File: src/rtl/onehot_to_priority_pipe.sv
// One-hot to LSB-priority (thermometer) expander, built as a SPLIT-ary tree.
// Each tree level is one pipeline stage with valid/ready flow control.
// The leaf level is the general branch rule applied to 1-bit sub-slices:
// a single bit is its own thermometer and its own valid.
module onehot_to_priority_pipe #(
  parameter int unsigned WIDTH = 32,
  parameter int unsigned SPLIT = 2
) (
  input  logic             clk,
  input  logic             rst_n,
  input  logic             in_vld,
  output logic             in_rdy,
  input  logic [WIDTH-1:0] dec_oht,
  output logic             out_vld,
  input  logic             out_rdy,
  output logic [WIDTH-1:0] dec_vld,
  output logic             enc_vld,
  output logic             enc_err
);

  // Number of tree levels: smallest L with SPLIT**L >= w.
  function automatic int unsigned calc_levels(input int unsigned w, input int unsigned s);
    int unsigned l;
    int unsigned p;
    l = 0;
    p = 1;
    for (int i = 0; i < 32; i++) begin
      if (p < w) begin
        p = p * s;
        l = l + 1;
      end
    end
    return l;
  endfunction

  // Integer power for tree-geometry constants.
  function automatic int unsigned ipow(input int unsigned b, input int unsigned e);
    int unsigned r;
    r = 1;
    for (int unsigned i = 0; i < e; i++) begin
      r = r * b;
    end
    return r;
  endfunction

  localparam int unsigned LEVELS = calc_levels(WIDTH, SPLIT);
  localparam int unsigned POWER  = ipow(SPLIT, LEVELS);
  localparam int unsigned IW     = (POWER > 2) ? $clog2(POWER) : 1;

  // Reject illegal configurations at elaboration.
  if (SPLIT < 2 || (SPLIT & (SPLIT - 1)) != 0) begin : g_bad_split
    $error("onehot_to_priority_pipe: SPLIT must be a power of 2 (got %0d)", SPLIT);
  end
  if (WIDTH < 2) begin : g_bad_width
    $error("onehot_to_priority_pipe: WIDTH must be >= 2 (got %0d)", WIDTH);
  end

  // src_thr[L]/src_err[L] are the inputs seen by tree level L. Error flags are
  // replicated across each node's slice so a node's flag is the OR of its slice.
  logic [POWER-1:0]  src_thr [LEVELS];
  logic [POWER-1:0]  src_err [LEVELS];
  logic [LEVELS-1:0] stage_vld;
  logic [LEVELS-1:0] stage_ld;

  assign src_thr[0] = POWER'(dec_oht);
  assign src_err[0] = '0;

  // Load enables ripple back from the output; a stage loads when empty or draining.
  always_comb begin
    stage_ld = '0;
    for (int l = int'(LEVELS) - 1; l >= 0; l--) begin
      if (l == int'(LEVELS) - 1) begin
        stage_ld[l] = !stage_vld[l] || out_rdy;
      end else begin
        stage_ld[l] = !stage_vld[l] || stage_ld[l+1];
      end
    end
  end

  assign in_rdy  = stage_ld[0];
  assign out_vld = stage_vld[LEVELS-1];

  for (genvar gl = 0; gl < int'(LEVELS); gl++) begin : g_lvl
    localparam int unsigned SS = ipow(SPLIT, 32'(gl));
    localparam int unsigned NS = SS * SPLIT;
    localparam int unsigned NN = POWER / NS;

    logic [POWER-1:0] thr_d;
    logic [POWER-1:0] err_d;
    logic             in_v;
    logic             vld_r;

    if (gl == 0) begin : g_src_in
      assign in_v = in_vld;
    end else begin : g_src_prev
      assign in_v = stage_vld[gl-1];
    end

    // Combine SPLIT sub-slices per node: a valid lower sub forces higher subs to all-ones.
    always_comb begin
      logic          any_v;
      logic          any_e;
      int unsigned   nv;
      logic [IW-1:0] base;
      thr_d = '0;
      err_d = '0;
      any_v = 1'b0;
      any_e = 1'b0;
      nv    = 0;
      base  = '0;
      for (int unsigned n = 0; n < NN; n++) begin
        any_v = 1'b0;
        any_e = 1'b0;
        nv    = 0;
        for (int unsigned k = 0; k < SPLIT; k++) begin
          base = IW'(n * NS + k * SS);
          thr_d[base +: SS] = any_v ? {SS{1'b1}} : src_thr[gl][base +: SS];
          any_e = any_e | (|src_err[gl][base +: SS]);
          any_v = any_v | src_thr[gl][base + IW'(SS - 1)];
          nv    = nv + 32'(src_thr[gl][base + IW'(SS - 1)]);
        end
        err_d[n * NS +: NS] = {NS{any_e || (nv > 1)}};
      end
    end

    // Stage valid bit.
    always_ff @(posedge clk) begin
      if (!rst_n) begin
        vld_r <= 1'b0;
      end else if (stage_ld[gl]) begin
        vld_r <= in_v;
      end
    end

    assign stage_vld[gl] = vld_r;

    if (gl < int'(LEVELS) - 1) begin : g_mid
      logic [POWER-1:0] thr_r;
      logic [POWER-1:0] err_r;

      // Intermediate partial thermometers and error flags.
      always_ff @(posedge clk) begin
        if (!rst_n) begin
          thr_r <= '0;
          err_r <= '0;
        end else if (stage_ld[gl]) begin
          thr_r <= thr_d;
          err_r <= err_d;
        end
      end

      assign src_thr[gl+1] = thr_r;
      assign src_err[gl+1] = err_r;
    end else begin : g_last
      // Root results go straight to the output registers; padding is truncated here.
      always_ff @(posedge clk) begin
        if (!rst_n) begin
          dec_vld <= '0;
          enc_vld <= 1'b0;
          enc_err <= 1'b0;
        end else if (stage_ld[gl]) begin
          dec_vld <= thr_d[WIDTH-1:0];
          enc_vld <= |thr_d;
          enc_err <= |err_d;
        end
      end
    end
  end

endmodule

File: config.mk
export PLATFORM = sky130hd
export DESIGN_NAME = onehot_to_priority_pipe
export DESIGN_NICKNAME = d
export VERILOG_FILES = /design/src/rtl/onehot_to_priority_pipe.sv
export SDC_FILE = /design/constraint.sdc
export NUM_CORES = 1
export LEC_CHECK = 0
export ABC_AREA = 1
export CAP_MARGIN = 20
export CORE_ASPECT_RATIO = 0.8
export CORE_MARGIN = 3
export CORE_UTILIZATION = 46
export DETAILED_ROUTE_END_ITERATION = 16
export PLACE_DENSITY = 0.69
export SLEW_MARGIN = 20
export SYNTH_ARGS = -nofsm -noshare
export SYNTH_HDL_FRONTEND = slang
export SYNTH_SLANG_ARGS = --single-unit
export TNS_END_PERCENT = 50
File: constraint.sdc
create_clock -name clk -period 1.4 [get_ports clk]
set_clock_uncertainty 0.2 [all_clocks]
set_input_delay 0.28 -clock clk [delete_from_list [all_inputs] [get_ports clk]]
set_output_delay 0.28 -clock clk [all_outputs]
set_load 0.01 [all_outputs]
* Yosys cells after proc, flatten, opt, wreduce, memory -nomap -nowiden *
Cells that the tools add are included.

cells by class
  reduce and logical (&&, ||, !) cells = 56
  order comparisons = 31
  add/sub/neg operators = 31
  multiplexer cells = 31
  bitwise operators = 15

operators by type and width
  cell                 count
  $gt 32x1->1 const B  5
  $add 1x1->2          31
  $gt 2x1->1 const B   26
  $reduce_or 16->1     2
  $reduce_or 2->1      16
  $reduce_or 32->1     1
  $reduce_or 4->1      8
  $reduce_or 8->1      4
  $logic_or 1x1->1     20
  $mux 1               16
  $mux 16              1
  $mux 2               8
  $mux 4               4
  $mux 8               2
  $or 1x1->1           15
  $logic_not 1->1      5

storage, ports and cells
  bits of input ports = 36
  flip-flop bits (word level) = 269
  output and inout port bits = 36
  logic and storage cells = 180

* Depth between registers and ports, before layout *
  depth after elaboration = 6
  gate-level depth with buffers = 8
  gate-level depth less buffers = 7

* Worst setup path before layout *
Ideal clock, no wire load.

  path type = register -> output
  start = reg g_lvl[4].vld_r (netlist: out_vld)
  end = out in_rdy
  arrival = 1.118 ns
  stages on the path, launching flop included = 6
  setup slack = -0.198 ns
  cell sequence = dfxtp_1 > nand3_4 > nor2_8 > nand3_2 > buf_4 > buf_6

on the way
  word-level cells in the longest chain between the ends = 6

ends and longest elaborated chain
  item                           RTL line  RTL
  from (decl)                    91        logic vld_r;
  from (signal assigned)         131       vld_r <= in_v;
  $logic_not 1->1                n/a
  $logic_or 1x1->1               73        stage_ld[l] = !stage_vld[l] || out_rdy;
  $logic_or 1x1->1 (4 in a row)  75        stage_ld[l] = !stage_vld[l] || stage_ld[l+1];
  to (decl)                      12        output logic in_rdy,

No other way between the ends.

* Worst setup path in the final report *
  start = reg g_lvl[4].vld_r (netlist: out_vld)
  end = reg g_lvl[0].g_mid.thr_r[20]

on the way
  word-level cells in the longest chain between the ends = 6

ends and longest elaborated chain
  item                           RTL line  RTL
  $logic_not 1->1                n/a
  $logic_or 1x1->1               73
  $logic_or 1x1->1 (4 in a row)  75
  to (signal assigned)           147       thr_r <= thr_d;
  to (decl)                      138       logic [POWER-1:0] thr_r;

No other way between the ends.
A chain may end at the register's enable or synchronous reset.

==> impl_metrics.json <==
{
  "total_switching_power_w": 0.00311,
  "grt_pass1_vias": 6362,
  "antenna_found_initial": 0,
  "max-cap-violations": 0,
  "synth_top_area_share": 0.533,
  "detailed_place.area_um2": 8460,
  "top_level_ports": 72,
  "finish.net_count": 1097,
  "met2_usage": 0.348,
  "sequential_cell_area_um2": 3990,
  "crit_required_ns": 1.58,
  "drive_gt1_frac": 0.354,
  "synth_area_um2": 7400,
  "synth-warning-count": 0,
  "grt_setup_unrepaired": "true",
  "failed_checks": "setup timing",
  "initial_utilization": 0.482,
  "top_usage_layer": "met2",
  "final-instance-count-excl-fill": 1284,
  "antenna_left": 0,
  "period_share": 1.28,
  "cts-root-to-sink-buffers": 2,
  "antenna-diode-count": 0,
  "crit_top_cell": "sky130_fd_sc_hd__buf_6",
  "worstPathCellList": "nand3_4 > nor2_8 > buf_6 > buf_12 > buf_4 > buf_6 > buf_8 > nand4_1 > a21oi_2",
  "pin_count_of_the_biggest_net_entering_global_routing": 57,
  "use_met3": 0.0597,
  "final_gp_congestion": 0.782,
  "synthesis.nets": 998,
  "detail_route.wl_per_cell_um": 17.2,
  "post-route-util": 0.705,
  "totalWireLength_mm": 22.0,
  "worst_ep_arrival_time_ns": 1.98,
  "timing.hold.worst.class": "in -> reg",
  "p_comb_frac": 0.102,
  "highest_cell_delay_on_the_worst_timing_path_ns": 0.36,
  "clkTransAtPathRegs_ns": 0.07,
  "die_span_in_y_um": 119,
  "avgViaCountPerCell": 5.43,
  "timing.fmax_mhz": 557,
  "worst_skew_pair.late_latency_ns": 0.44,
  "place_hpwl_mm": 11.3,
  "critical_path_class": "reg -> reg",
  "placed_cells_incl_taps": 1218,
  "min_from": "rst_n",
  "leakagePower_nw": 4.63,
  "synth.cells.most_frequent": "226 x sky130_fd_sc_hd__nor2_1, 197 x sky130_fd_sc_hd__dfxtp_1, 143 x sky130_fd_sc_hd__nand2_1, 108 x sky130_fd_sc_hd__o21ai_0, 84 x sky130_fd_sc_hd__a21oi_1",
  "dr.pass1.iters": 5,
  "global_route.usage.met1": 0.273,
  "seqPwrFrac": 0.492,
  "cts-buffers-inserted": 17,
  "cts-root-buf": "sky130_fd_sc_hd__clkbuf_16",
  "worstMarginPinSlew_ns": 0.401,
  "core_area_um2": 15400,
  "timing.final.ws_setup_ns": -0.395,
  "rows": 40,
  "design_area_um2": 10800,
  "synth_edf_count": 0,
  "synthCells": 962,
  "relative_max_transition_margin": 0.733,
  "p_clk_frac": 0.406,
  "seq_area_frac_synth": 0.533,
  "initialDrtViolationCount": 614,
  "gr-usage-all-layers": 0.213,
  "swShare": 0.246,
  "finalSetupViolations": 162,
  "width_of_the_chip_um": 148,
  "dominantRegCellSynth": "sky130_fd_sc_hd__dfxtp_1",
  "regToRegStartpoint": "out_vld",
  "crit_path_max_fanout": 6,
  "remaining_drc_errors": 0,
  "end_kind": "flop",
  "synthArstFlopShare": 0,
  "cts_num_sinks": 197,
  "area_delta_synth_final_pct": 46.5,
  "synth.ff_latch_count": 197,
  "portBuffers": 71,
  "average_cell_area_after_synthesis_um2": 7.69,
  "first_pass_grt_wire_length_mm": 30.6,
  "power.ir.vdd_worst_mv": 0.962,
  "outcome": "finished with violations",
  "final-max-slew-violation-count": 0,
  "die_footprint_um2": 17700,
  "library_cell_with_the_highest_instance_count_after_synthesis": "sky130_fd_sc_hd__nor2_1",
  "synth_cell_types": 28,
  "vias": 6969,
  "multiInputGateArea_um2": 3850,
  "postCtsHoldBufs": 0,
  "critical-path-slowest-cell": "sky130_fd_sc_hd__dfxtp_4",
  "power_density_over_the_cells_nw_per_um2": 1170,
  "yosys-top-cells-area": "sky130_fd_sc_hd__dfxtp_1 53%, sky130_fd_sc_hd__nor2_1 11%, sky130_fd_sc_hd__o21ai_0 7.3%",
  "n_fill_cell": 1087,
  "htree_num_levels": 4,
  "period_needed_ns": 1.79,
  "timing.final.hold_violations": 0,
  "tritoncts": "built",
  "worstSetupStartpointType": "flop",
  "yosysTopAreaCell": "sky130_fd_sc_hd__dfxtp_1",
  "power.internal_w": 0.00953,
  "critical_path.startpoint": "out_vld",
  "timing.setup.tns_ns": -41.22,
  "grt_overflow": 0
}
## cell families (layout without fill, tap and decap cells)
| kind of cell | Yosys count | after routing | synth area share |
|---|---|---|---|
| compound gates | 222 | 222 | 0.164 |
| simple gates | 413 | 414 | 0.228 |
| flops | 197 | 197 | 0.533 |
| buf+inv | 130 | 241 | 0.0746 |
## metal layers
layer / vias up / share of wire
met4: 0 / 0.023
met5: - / 0
li1: 3351 / -
met2: 191 / 0.50
met1: 3383 / 0.43
met3: 44 / 0.046
## registers in the layout, indices dropped and copies added (netlist names)
signal,flops
dec_vld,32
enc_err,1
enc_vld,1
g_lvl.g_mid.err_r,30
g_lvl.g_mid.thr_r,128
g_lvl.vld_r,4
out_vld,1
## final cells by class
| class | count | share of cell area |
|---|---|---|
| Sequential cell | 197 | 0.368 |
| Inverter | 69 | 0.0286 |
| Tap cell | 210 | 0.0242 |
| Multi-Input combinational cell | 636 | 0.355 |
| Timing Repair Buffer | 140 | 0.167 |
| Clock inverter | 8 | 0.0112 |
| Clock buffer | 24 | 0.0454 |
## power groups by stage
| stage | clock [W] | sequential [W] | combinational [W] |
|---|---|---|---|
| floorplan | 0 | 0.00622 | 0.000580 |
| global placement | 0 | 0.00625 | 0.00101 |
| detailed placement | 0 | 0.00625 | 0.00103 |
| CTS | 0.00511 | 0.00615 | 0.00104 |
| global route | 0.00540 | 0.00625 | 0.00142 |
| finish | 0.00512 | 0.00622 | 0.00129 |
## cells in the final DEF, fill, tap and decap left out, types with 5 or more instances in the layout
cell / Yosys / final
sky130_fd_sc_hd__clkbuf_16: 0 / 28
sky130_fd_sc_hd__nand2_2: 0 / 15
sky130_fd_sc_hd__nor2_4: 0 / 23
sky130_fd_sc_hd__nand2_4: 1 / 6
sky130_fd_sc_hd__o21ai_0: 108 / 43
sky130_fd_sc_hd__o22ai_1: 5 / 5
sky130_fd_sc_hd__o21ai_4: 0 / 7
sky130_fd_sc_hd__a21oi_2: 0 / 33
sky130_fd_sc_hd__inv_2: 3 / 6
sky130_fd_sc_hd__buf_16: 0 / 6
sky130_fd_sc_hd__buf_8: 0 / 7
sky130_fd_sc_hd__buf_4: 2 / 17
sky130_fd_sc_hd__buf_6: 5 / 28
sky130_fd_sc_hd__a211o_1: 7 / 7
sky130_fd_sc_hd__nand2_1: 143 / 113
sky130_fd_sc_hd__dfxtp_1: 197 / 160
sky130_fd_sc_hd__buf_12: 0 / 20
sky130_fd_sc_hd__nand2_8: 0 / 11
sky130_fd_sc_hd__nand4_1: 33 / 33
sky130_fd_sc_hd__a21oi_1: 84 / 51
sky130_fd_sc_hd__nor2_2: 0 / 31
sky130_fd_sc_hd__inv_1: 64 / 57
sky130_fd_sc_hd__dfxtp_2: 0 / 36
sky130_fd_sc_hd__clkdlybuf4s50_1: 0 / 33
sky130_fd_sc_hd__nor2_1: 226 / 172
sky130_fd_sc_hd__o21ai_1: 0 / 5
sky130_fd_sc_hd__o221a_2: 7 / 7
sky130_fd_sc_hd__buf_2: 15 / 17
sky130_fd_sc_hd__o21ai_2: 0 / 53
## path summary, 6_finish.rpt
path / end / depth (start not counted) / slack, ns
min: g_lvl[2].g_mid.thr_r[6] / 3 / 0.08
max: g_lvl[0].g_mid.thr_r[20] / 9 / -0.39
min reg2reg: g_lvl[1].g_mid.thr_r[9] / 2 / 0.27
max reg2reg: g_lvl[0].g_mid.thr_r[20] / 9 / -0.39
## stage by stage
| step | hold slack [ns] | power (W) | worst slack, ns |
|---|---|---|---|
| finish | 0.0822 | 0.0126 | -0.395 |
| CTS | 0.0796 | 0.0123 | -0.349 |
| global placement | 0.254 | 0.00726 | -0.789 |
| detailed placement | 0.259 | 0.00728 | -0.794 |
| global route | 0.102 | 0.0131 | -0.454 |
| floorplan | 0.214 | 0.00680 | -0.111 |
## critical path, delay by kind of cell (launching register included)
| family | cells | cell delay (ns) |
|---|---|---|
| buffers and inverters | 5 | 0.61 |
| AOI/OAI and AO/OA | 1 | 0.16 |
| DFF | 1 | 0.36 |
| and+or+nand+nor | 3 | 0.39 |
## timing repair
action / in CTS / in global routing
resized for setup: 319 / 270
endpoints found under the setup margin: 221 / 227
pin swaps: 41 / 61
gates cloned: 9 / 13
setup buffers: 8 / 10
(Power assumes the default switching activity.)
